--- src/rtl/fmc_i2c_init_seq_pkg.sv ---
// Shared types and constants for the FMC424 I2C init sequencer: table entry layout,
// opcodes, FSM states and well-known device addresses.
package fmc_i2c_pkg;

  typedef enum logic [1:0] {
    OP_WRITE      = 2'b00,
    OP_READ_CHECK = 2'b01,
    OP_DELAY      = 2'b10,
    OP_END        = 2'b11
  } op_e;

  // 33-bit table word; field order matches the external ROM layout.
  typedef struct packed {
    op_e        op;
    logic [6:0] dev;
    logic [7:0] reg_addr;
    logic [7:0] data;
    logic [7:0] mask;
  } seq_entry_t;

  typedef enum logic [3:0] {
    ST_IDLE,
    ST_FETCH,
    ST_DECODE,
    ST_ISSUE,
    ST_WAIT_RSP,
    ST_WAIT_DLY,
    ST_NEXT,
    ST_DONE,
    ST_ERROR
  } state_e;

  localparam logic [6:0] DEV_CPLD    = 7'b0111110;
  localparam logic [6:0] DEV_SI5338B = 7'b1110000;
  localparam logic [6:0] DEV_QSFP    = 7'b1010000;

  // A 16-bit delay field times the default scale needs the full 26 bits.
  localparam int DLY_W = 26;

  function automatic logic rd_match(input logic [7:0] rdata,
                                    input logic [7:0] expected,
                                    input logic [7:0] mask);
    return ((rdata & mask) == (expected & mask));
  endfunction

endpackage

--- src/rtl/fmc_i2c_init_seq_if.sv ---
// Command/response channel between the init sequencer (master) and the
// FMC424 I2C master controller (slave).
interface fmc_i2c_init_seq_if;
  logic       cmd_valid;
  logic       cmd_ready;
  logic [6:0] cmd_dev;
  logic [7:0] cmd_reg;
  logic [7:0] cmd_wdata;
  logic       cmd_rw;
  logic       rsp_valid;
  logic       rsp_nack;
  logic [7:0] rsp_rdata;

  modport master (
    output cmd_valid, cmd_dev, cmd_reg, cmd_wdata, cmd_rw,
    input  cmd_ready, rsp_valid, rsp_nack, rsp_rdata
  );

  modport slave (
    input  cmd_valid, cmd_dev, cmd_reg, cmd_wdata, cmd_rw,
    output cmd_ready, rsp_valid, rsp_nack, rsp_rdata
  );
endinterface

--- src/rtl/fmc_i2c_init_seq_delay_cnt.sv ---
// Loadable down-counter for DELAY entries; saturates at zero and flags it.
module seq_delay_cnt
  import fmc_i2c_pkg::*;
#(
  parameter int W = DLY_W
) (
  input  logic         CLK,
  input  logic         rst_n,
  input  logic         load,
  input  logic [W-1:0] load_val,
  input  logic         dec,
  output logic         zero
);

  logic [W-1:0] cnt_q, cnt_d;

  always_comb begin
    cnt_d = cnt_q;
    if (load) begin
      cnt_d = load_val;
    end else if (dec && (cnt_q != '0)) begin
      cnt_d = cnt_q - W'(1);
    end
  end

  always_ff @(posedge CLK or negedge rst_n) begin
    if (!rst_n) begin
      cnt_q <= '0;
    end else begin
      cnt_q <= cnt_d;
    end
  end

  assign zero = (cnt_q == '0);

endmodule

--- src/rtl/fmc_i2c_init_seq.sv ---
// Power-up I2C init sequencer: walks an external config table and issues one
// controller transaction per entry. Optional NACK retry: FMC_I2C_SEQ_RETRY_EN.
module fmc_i2c_init_seq
  import fmc_i2c_pkg::*;
#(
  parameter int NUM_ENTRIES = 64,
  parameter int DELAY_SCALE = 1000,
  parameter int MAX_RETRIES = 3,
  localparam int IDX_W = $clog2(NUM_ENTRIES)
) (
  input  logic                 CLK,
  input  logic                 rst_n,
  input  logic                 start,
  output logic [IDX_W-1:0]     tbl_addr,
  input  logic [32:0]          tbl_data,
  fmc_i2c_init_seq_if.master   bus,
  output logic                 busy,
  output logic                 done,
  output logic                 error,
  output logic [IDX_W-1:0]     err_idx
);

  seq_entry_t ent;
  assign ent = seq_entry_t'(tbl_data);

  state_e           state_q, state_d;
  logic [IDX_W-1:0] idx_q, idx_d;
  op_e              op_q, op_d;
  logic [7:0]       mask_q, mask_d;
  logic [6:0]       dev_q, dev_d;
  logic [7:0]       reg_q, reg_d;
  logic [7:0]       wdata_q, wdata_d;
  logic             rw_q, rw_d;
  logic             done_q, done_d;
  logic             error_q, error_d;
  logic [IDX_W-1:0] err_idx_q, err_idx_d;

  logic             retry_ok;
  logic             dly_load, dly_dec, dly_zero;
  logic [DLY_W-1:0] dly_total, dly_load_val;
  logic             rsp_fail;

  // The delay field is 16 bits wide; counting total-1 gives exactly max(total,1)
  // cycles in WAIT_DLY, so a zero delay still spends one cycle there.
  assign dly_total    = DLY_W'({ent.reg_addr, ent.data}) * DLY_W'(DELAY_SCALE);
  assign dly_load_val = (dly_total == '0) ? '0 : dly_total - DLY_W'(1);

  assign rsp_fail = (op_q == OP_READ_CHECK) && !rd_match(bus.rsp_rdata, wdata_q, mask_q);

  // State register
  always_ff @(posedge CLK or negedge rst_n) begin
    if (!rst_n) begin
      state_q <= ST_IDLE;
    end else begin
      state_q <= state_d;
    end
  end

  // Next-state logic
  always_comb begin
    state_d = state_q;
    case (state_q)
      ST_IDLE:     if (start) state_d = ST_FETCH;
      ST_FETCH:    state_d = ST_DECODE;
      ST_DECODE: begin
        case (ent.op)
          OP_WRITE, OP_READ_CHECK: state_d = ST_ISSUE;
          OP_DELAY:                state_d = ST_WAIT_DLY;
          default:                 state_d = ST_DONE;
        endcase
      end
      ST_ISSUE:    if (bus.cmd_ready) state_d = ST_WAIT_RSP;
      ST_WAIT_RSP: begin
        if (bus.rsp_valid) begin
          if (bus.rsp_nack) begin
            state_d = retry_ok ? ST_ISSUE : ST_ERROR;
          end else if (rsp_fail) begin
            state_d = ST_ERROR;
          end else begin
            state_d = ST_NEXT;
          end
        end
      end
      ST_WAIT_DLY: if (dly_zero) state_d = ST_NEXT;
      ST_NEXT:     state_d = (idx_q == IDX_W'(NUM_ENTRIES - 1)) ? ST_DONE : ST_FETCH;
      ST_DONE:     state_d = ST_IDLE;
      ST_ERROR:    state_d = ST_IDLE;
      default:     state_d = ST_IDLE;
    endcase
  end

  // Outputs decoded from state; cmd_valid therefore drops with the async reset.
  always_comb begin
    bus.cmd_valid = (state_q == ST_ISSUE);
    busy          = (state_q != ST_IDLE);
    dly_load      = (state_q == ST_DECODE) && (ent.op == OP_DELAY);
    dly_dec       = (state_q == ST_WAIT_DLY);
  end

  always_comb begin
    idx_d     = idx_q;
    op_d      = op_q;
    mask_d    = mask_q;
    dev_d     = dev_q;
    reg_d     = reg_q;
    wdata_d   = wdata_q;
    rw_d      = rw_q;
    done_d    = done_q;
    error_d   = error_q;
    err_idx_d = err_idx_q;
    case (state_q)
      ST_IDLE: begin
        if (start) begin
          idx_d     = '0;
          done_d    = 1'b0;
          error_d   = 1'b0;
          err_idx_d = '0;
        end
      end
      ST_DECODE: begin
        op_d = ent.op;
        // Bus fields only move for bus entries so they stay stable across delays.
        if (ent.op == OP_WRITE || ent.op == OP_READ_CHECK) begin
          dev_d   = ent.dev;
          reg_d   = ent.reg_addr;
          wdata_d = ent.data;
          mask_d  = ent.mask;
          rw_d    = (ent.op == OP_READ_CHECK);
        end
      end
      ST_NEXT:  idx_d = idx_q + IDX_W'(1);
      ST_DONE:  done_d = 1'b1;
      ST_ERROR: begin
        error_d   = 1'b1;
        err_idx_d = idx_q;
      end
      default: ;
    endcase
  end

  always_ff @(posedge CLK or negedge rst_n) begin
    if (!rst_n) begin
      idx_q     <= '0;
      op_q      <= OP_WRITE;
      mask_q    <= '0;
      dev_q     <= '0;
      reg_q     <= '0;
      wdata_q   <= '0;
      rw_q      <= 1'b0;
      done_q    <= 1'b0;
      error_q   <= 1'b0;
      err_idx_q <= '0;
    end else begin
      idx_q     <= idx_d;
      op_q      <= op_d;
      mask_q    <= mask_d;
      dev_q     <= dev_d;
      reg_q     <= reg_d;
      wdata_q   <= wdata_d;
      rw_q      <= rw_d;
      done_q    <= done_d;
      error_q   <= error_d;
      err_idx_q <= err_idx_d;
    end
  end

`ifdef FMC_I2C_SEQ_RETRY_EN
  localparam int RETRY_W = (MAX_RETRIES < 1) ? 1 : $clog2(MAX_RETRIES + 1);

  logic [RETRY_W-1:0] retry_q, retry_d;

  assign retry_ok = (int'(retry_q) < MAX_RETRIES);

  always_comb begin
    retry_d = retry_q;
    if ((state_q == ST_IDLE && start) || state_d == ST_NEXT) begin
      retry_d = '0;
    end else if (state_q == ST_WAIT_RSP && bus.rsp_valid && bus.rsp_nack && retry_ok) begin
      retry_d = retry_q + RETRY_W'(1);
    end
  end

  always_ff @(posedge CLK or negedge rst_n) begin
    if (!rst_n) begin
      retry_q <= '0;
    end else begin
      retry_q <= retry_d;
    end
  end
`else
  assign retry_ok = 1'b0;
`endif

  seq_delay_cnt #(.W(DLY_W)) u_delay_cnt (
    .CLK      (CLK),
    .rst_n    (rst_n),
    .load     (dly_load),
    .load_val (dly_load_val),
    .dec      (dly_dec),
    .zero     (dly_zero)
  );

  assign tbl_addr      = idx_q;
  assign bus.cmd_dev   = dev_q;
  assign bus.cmd_reg   = reg_q;
  assign bus.cmd_wdata = wdata_q;
  assign bus.cmd_rw    = rw_q;
  assign done          = done_q;
  assign error         = error_q;
  assign err_idx       = err_idx_q;

endmodule

--- src/flat_wrapper.sv ---
// flat-port wrapper written by rule: the top's interface ports become plain ports
module fmc_i2c_init_seq_flat import fmc_i2c_pkg::*;
#(
  parameter int NUM_ENTRIES = 64,
  parameter int DELAY_SCALE = 1000,
  parameter int MAX_RETRIES = 3,
  localparam int IDX_W = $clog2(NUM_ENTRIES)
)
  (CLK, rst_n, start, tbl_addr, tbl_data, busy, done, error, err_idx, bus_cmd_valid, bus_cmd_dev, bus_cmd_reg, bus_cmd_wdata, bus_cmd_rw, bus_cmd_ready, bus_rsp_valid, bus_rsp_nack, bus_rsp_rdata);
  fmc_i2c_init_seq_if bus_i ();
  input  logic CLK;
  input  logic rst_n;
  input  logic start;
  output logic [IDX_W-1:0] tbl_addr;
  input  logic [32:0] tbl_data;
  output logic busy;
  output logic done;
  output logic error;
  output logic [IDX_W-1:0] err_idx;
  output wire logic [$bits(bus_i.cmd_valid)-1:0] bus_cmd_valid;
  output wire logic [$bits(bus_i.cmd_dev)-1:0] bus_cmd_dev;
  output wire logic [$bits(bus_i.cmd_reg)-1:0] bus_cmd_reg;
  output wire logic [$bits(bus_i.cmd_wdata)-1:0] bus_cmd_wdata;
  output wire logic [$bits(bus_i.cmd_rw)-1:0] bus_cmd_rw;
  input wire logic [$bits(bus_i.cmd_ready)-1:0] bus_cmd_ready;
  input wire logic [$bits(bus_i.rsp_valid)-1:0] bus_rsp_valid;
  input wire logic [$bits(bus_i.rsp_nack)-1:0] bus_rsp_nack;
  input wire logic [$bits(bus_i.rsp_rdata)-1:0] bus_rsp_rdata;
  assign bus_cmd_valid = bus_i.cmd_valid;
  assign bus_cmd_dev = bus_i.cmd_dev;
  assign bus_cmd_reg = bus_i.cmd_reg;
  assign bus_cmd_wdata = bus_i.cmd_wdata;
  assign bus_cmd_rw = bus_i.cmd_rw;
  assign bus_i.cmd_ready = bus_cmd_ready;
  assign bus_i.rsp_valid = bus_rsp_valid;
  assign bus_i.rsp_nack = bus_rsp_nack;
  assign bus_i.rsp_rdata = bus_rsp_rdata;
  fmc_i2c_init_seq #(.NUM_ENTRIES(NUM_ENTRIES), .DELAY_SCALE(DELAY_SCALE), .MAX_RETRIES(MAX_RETRIES)) u_core (.CLK(CLK), .rst_n(rst_n), .start(start), .tbl_addr(tbl_addr), .tbl_data(tbl_data), .bus(bus_i), .busy(busy), .done(done), .error(error), .err_idx(err_idx));
endmodule
--- config.mk ---
export PLATFORM = sky130hd
export DESIGN_NAME = fmc_i2c_init_seq_flat
export DESIGN_NICKNAME = d
export VERILOG_FILES = /design/src/rtl/fmc_i2c_init_seq_pkg.sv /design/src/rtl/fmc_i2c_init_seq_if.sv /design/src/rtl/fmc_i2c_init_seq_delay_cnt.sv /design/src/rtl/fmc_i2c_init_seq.sv /design/src/flat_wrapper.sv
export SDC_FILE = /design/constraint.sdc
export NUM_CORES = 1
export LEC_CHECK = 0
export BUFFER_PORTS_ARGS = -buffer_cell sky130_fd_sc_hd__buf_4
export CORE_MARGIN = 2
export CORE_UTILIZATION = 60
export DETAILED_ROUTE_END_ITERATION = 10
export PLACE_DENSITY = 0.9
export SKIP_CTS_REPAIR_TIMING = 1
export SYNTH_ARGS = -nofsm -noshare
export SYNTH_HDL_FRONTEND = slang
export SYNTH_SLANG_ARGS = --single-unit
--- constraint.sdc ---
create_clock -name CLK -period 3.85 [get_ports CLK]
set_input_delay 0.1925 -clock CLK [delete_from_list [all_inputs] [get_ports CLK]]
set_output_delay 0.1925 -clock CLK [all_outputs]
set_load 0.02 [all_outputs]
Word-level counts from Yosys, hierarchy flattened
Index checks and enable logic that the tools add are counted.
{"block": "totals", "ff_bits": 78, "inputBits": 47, "elab_cells": 74, "out_inout_bits": 40}
{"block": "classes", "n_mul": 1, "eq_ne": 17, "reduce_logical": 21, "bitwise": 2, "n_addsub": 3, "n_mux": 18}
{"op": "two-way mux 26 bit", "count": 3}
{"op": "zero test 26 bit", "count": 2}
{"op": "subtractor 26 x 1 -> 26 bit, second input constant", "count": 2}
{"op": "one-hot mux 4 bit (7 select lines)", "count": 1}
{"op": "nonzero test 26 bit", "count": 1}
{"op": "two-way mux 4 bit", "count": 6}
{"op": "one-hot mux 6 bit (2 select lines)", "count": 2}
{"op": "multiplier 16 x 7 -> 23 bit, second input constant", "count": 1}
{"op": "bitwise AND 8 bit", "count": 2}
{"op": "equality test 4 x 3 -> 1 bit, second input constant", "count": 4}
{"op": "equality test 4 x 2 -> 1 bit, second input constant", "count": 2}
{"op": "equality test 8 bit", "count": 1}
{"op": "AND reduction 2 bit", "count": 4}
{"op": "nonzero test 2 bit", "count": 4}
{"op": "adder 6 x 1 -> 6 bit, second input constant", "count": 1}
{"op": "equality test 6 bit, second input constant", "count": 1}
{"op": "two-way mux 6 bit", "count": 1}
{"op": "one-hot mux 3 bit (2 select lines)", "count": 1}
{"op": "equality test 2 x 1 -> 1 bit, second input constant", "count": 2}
{"op": "equality test 4 x 1 -> 1 bit, second input constant", "count": 1}
{"op": "equality test 4 bit, second input constant", "count": 1}
{"op": "zero test 4 bit", "count": 1}
{"op": "inequality test 2 x 1 -> 1 bit, second input constant", "count": 2}
{"op": "inequality test 2 bit, second input constant", "count": 2}
{"op": "other kinds (11)", "count": 14}

Longest topological paths before layout
{"block": "logic_depth", "depth_word": 8, "ltp_mapped": 20, "mapped_depth_nobuf": 19}

Cells and area by module
From an unflattened synthesis, not the netlist that was laid out.
{"block": "unflattened", "cells_unflattened": 799, "area_unflattened_um2": 7424.6}
{"mod": "fmc_i2c_init_seq", "instances": 1, "seq_area_each_um2": 1301.2, "cells_each": 601, "area_per_inst_um2": 5729.2}
{"mod": "seq_delay_cnt", "instances": 1, "seq_area_each_um2": 650.6, "cells_each": 198, "area_per_inst_um2": 1695.4}

Least setup slack after synthesis
No wires, ideal clock.
{"block": "synth_path", "path_kind": "input to register", "start": "input port tbl_data[8]", "end": "register u_core.u_delay_cnt.cnt_q[14]", "setup_ns": 0.119, "arrival_time_ns": 4.979, "required_ns": 3.731, "n_path_buf": 1, "path_stages": 17, "slack_ns": -1.248, "cell_sequence": "fa_1 > fa_1 > inv_1 > fa_1 > fa_1 > inv_1 > ha_1 > nand2_1 > o31ai_4 > xor2_1 > o21bai_1 > nor4_2 > nand4_1 > o41ai_4 > buf_2 > o22ai_1 > o21a_1"}
{"block": "synth_between", "elab_chain_len": 4, "elab_cells_between_ends": 5, "cone_classes": "add/sub (1); mul (1); mux (2); reduce/logical (1)"}
{"element": "start, declared", "line_no": "flat_wrapper.sv:15", "text": "input logic [32:0] tbl_data;"}
{"element": "multiplier 16 x 7 -> 23 bit (*)", "line_no": "fmc_i2c_init_seq.sv:45", "text": "assign dly_total = DLY_W'({ent.reg_addr, ent.data}) * DLY_W'(DELAY_SCALE);"}
{"element": "subtractor 26 x 1 -> 26 bit / zero test 26 bit (equally long branches)", "line_no": "fmc_i2c_init_seq.sv:46", "text": "assign dly_load_val = (dly_total == '0) ? '0 : dly_total - DLY_W'(1);"}
{"element": "two-way mux 26 bit (*)", "line_no": "fmc_i2c_init_seq.sv:46"}
{"element": "two-way mux 26 bit (*)", "line_no": "fmc_i2c_init_seq_delay_cnt.sv:19", "text": "if (load) begin"}
{"element": "end signal, assigned", "line_no": "fmc_i2c_init_seq_delay_cnt.sv:30", "text": "cnt_q <= cnt_d;"}
{"element": "end, declared", "line_no": "fmc_i2c_init_seq_delay_cnt.sv:15", "text": "logic [W-1:0] cnt_q, cnt_d;"}
Mark *: on every way between the ends. The rest lies on a longest branch, timed or not.
A chain may end at the register's enable or synchronous reset.

Worst setup path in the final report
{"block": "layout_path", "start": "input port tbl_data[17]", "end": "register u_core.u_delay_cnt.cnt_q[14]"}
Same word-level chain as after synthesis.

==> run summary <==
Register clock-pin slew on the reported worst setup and hold paths - 0.07 ns
Syn nets - 906
CTS root buf - clkbuf_16
Max Clock Skew - 0.00767 ns
Syn avg cell area - 9.58 um2
Post-route cell area - 0.00976 mm2
Seq cells post-synth - 78
Power Dens Cells - 1060 mW/mm2
Critical Path Start Type - input pin
Failing checks - negative hold slack, negative setup slack
Most frequent cells in the layout - buf_4 (213), dfrtp_1 (78), inv_1 (75), nor2_1 (60), fa_1 (51)
Fill cells - 509
IO buf count - 86
Worst-Margin Slew - 1.02 ns
CP max FO - 6
Ys flop type - dfrtp_1
Vias in the first global route - 7525
Most area-consuming cells after synthesis - dfrtp_1 (27%), fa_1 (15%), ha_1 (9.6%)
Final WL - 30.0 mm
Min Clock Period, post-route - 5.25 ns
Starting density of the core - 0.621
Placed cell area - 0.00896 mm2
GRT Util Overall - 0.380
Total core area - 0.0116 mm2
Synth area leader - dfrtp_1
DR pass1 iterations - 8
CTS H-tree depth - 3
Register bank with the most flops - u_core.u_delay_cnt.cnt_q
# IOs - 87
Cells after Synth - 750
Antenna viol nets, final - 0
Vias/cell - 7.12
F_max - 0.190 GHz
Initial antenna violation count - 1
Yosys Warn Count - 0
Share of the synthesized area in the top cell type - 0.272
Hpwl dp - 16.8 mm
CP endpoint kind - flop
Antenna Cells - 0
Die Ht - 113 um
Tcrit/Tclk final - 1.36
Grt total ovfl - 0
Largest register FFs - 26
RePlAce Congestion - 0.901
Clk sink count - 78
Seq/Total Area, Yosys - 0.272
Final Hold Fails - 6
Unrepaired setup endpoints after global routing - true
Slew HR - 0.321
Iter 0 DRT Violations - 1484
Hold Crit Class - input pin to async pin
Final Slew Violations - 0
Post-Syn Area - 0.00718 mm2
MaxCap Viol Count - 0
Slowest Stage Delay on Critical Path - 0.58 ns
Clk_lat worst skew - 0.36 ns
Core Rows - 39
TritonCTS clock tree - done
Fin util - 0.844
Status - finished, violations left
Die width - 113 um
EDFF count, synth - 0
First-pass GRT wire length - 38.1 mm
Critical Path, Cell by Cell - buf_4, clkinvlp_4, buf_4, fa_2, fa_1, fa_1, fa_1, inv_1, ha_4, and4_1, o21ai_1, a21o_1, buf_6, a21oi_2, o311ai_2, or3_4, o41ai_4, buf_4, buf_4, o22ai_1, o21a_1
Lkg Pwr - 4.58 nW
Vias - 7934
Unique cell type count in the Yosys netlist - 70
TritonCTS Buffers - 9
Worst EP arrival - 5.48 ns
DIE AREA - 0.0129 mm2
DR WL/cell - 26.9 um
Commonest non-fill, non-tap cell in the layout - buf_4
Post-synth ARST share - 1.00
Final nets - 1123
CP required - 4.08 ns
Worst Slack Setup Final - -1.40 ns
Final hold slack - -0.0108 ns
Critical setup path kind - input pin to flop
Most frequent CP cell - buf_4
Layout cell share with drive strength beyond 1 - 0.385
# DRC - 0
Slowest CP cell - fa_2
Clock Path Buffers - 2
Max VDD drop - 0.579 mV
Largest net degree at the start of global routing - 79
Area grow syn2layout - 35.8%
Final setup vio count - 26
==> cell usage after synthesis (all sizes together) (12+ instances only) <==
library cell and instances:
inv 91, dfrtp 78, nor2 66, ha 55, fa 54, nand2 37
a21oi 32, mux2 32, o21ai 30, xor2 20, xnor2 19, nor3 18
o21a 18, o22ai 18, a31o 15, clkbuf 14, nand3 12
==> per-stage QoR <==
| stage | setup TNS [ns] | instances | setup slack (ns) | total power [mW] |
|---|---|---|---|---|
| detailed placement | -37.60 | 1080 | -1.54 | 7.69 |
| floorplan | -27.23 | 750 | -1.13 | 5.01 |
| CTS | -31.96 | 1096 | -1.32 | 8.75 |
| global route | -37.10 | 1115 | -1.48 | 10.6 |
| global placement | -31.58 | 1080 | -1.30 | 7.26 |
| finish | -34.12 | 1115 | -1.40 | 10.4 |
==> cell type report <==
type / count / area, um2 / share of cell area
Clock buffer: 9 / 225 / 0.0231
Tap cell: 143 / 179 / 0.0183
Clock inverter: 7 / 77.6 / 0.00795
Multi-Input combinational cell: 564 / 5220 / 0.535
Sequential cell: 78 / 1950 / 0.200
Inverter: 91 / 372 / 0.0381
Timing Repair Buffer: 223 / 1730 / 0.177
==> critical path: cells and delay by family <==
family | cells | cell delay, ns
adder cells (fa/ha/maj) | 5 | 2.46
AO/OA/AOI/OAI | 7 | 1.14
buffers and inverters | 7 | 1.03
AND/OR/NAND/NOR | 2 | 0.65
==> final timing paths <==
path                                             start                      endpoint  slack [ns]  cells past startpoint
min in group CLK                           tbl_data[6]              u_core.mask_q[6]        0.06                      2
max                                       tbl_data[17]  u_core.u_delay_cnt.cnt_q[14]       -1.40                     21
max in group asynchronous                        rst_n         u_core.bus.cmd_dev[2]        3.18                      1
min reg2reg                               u_core.error                  u_core.error        0.51                      1
min                                              rst_n  u_core.u_delay_cnt.cnt_q[17]       -0.01                      1
max reg2reg                u_core.u_delay_cnt.cnt_q[2]  u_core.u_delay_cnt.cnt_q[25]        0.41                     10
==> power by group <==
group / total [mW] / internal, mW / switching (mW) / leakage, nW
registers: 1.42 / 1.10 / 0.322 / 0.998
clock network: 0.918 / 0.512 / 0.406 / 0.153
logic: 8.02 / 3.64 / 4.38 / 3.43
==> metal layers <==
| metal | track usage | wire length, um | share of wire |
|---|---|---|---|
| met5 | 0 | 0 | 0 |
| met4 | 0.253 | 3410 | 0.11 |
| met3 | 0.0850 | 3060 | 0.10 |
| met2 | 0.673 | 14100 | 0.47 |
| met1 | 0.406 | 9460 | 0.31 |
==> cells by family after synthesis <==
| family | count (synthesis) | synth area share |
|---|---|---|
| adder cells (fa/ha/maj) | 109 | 0.246 |
| XOR/XNOR | 39 | 0.0475 |
| AND/OR/NAND/NOR | 201 | 0.141 |
| multiplexers | 34 | 0.0529 |
| AO/OA/AOI/OAI | 181 | 0.183 |
| buffers and inverters | 108 | 0.0573 |
| flip-flops | 78 | 0.272 |
Power figures use the tool's default switching activity.
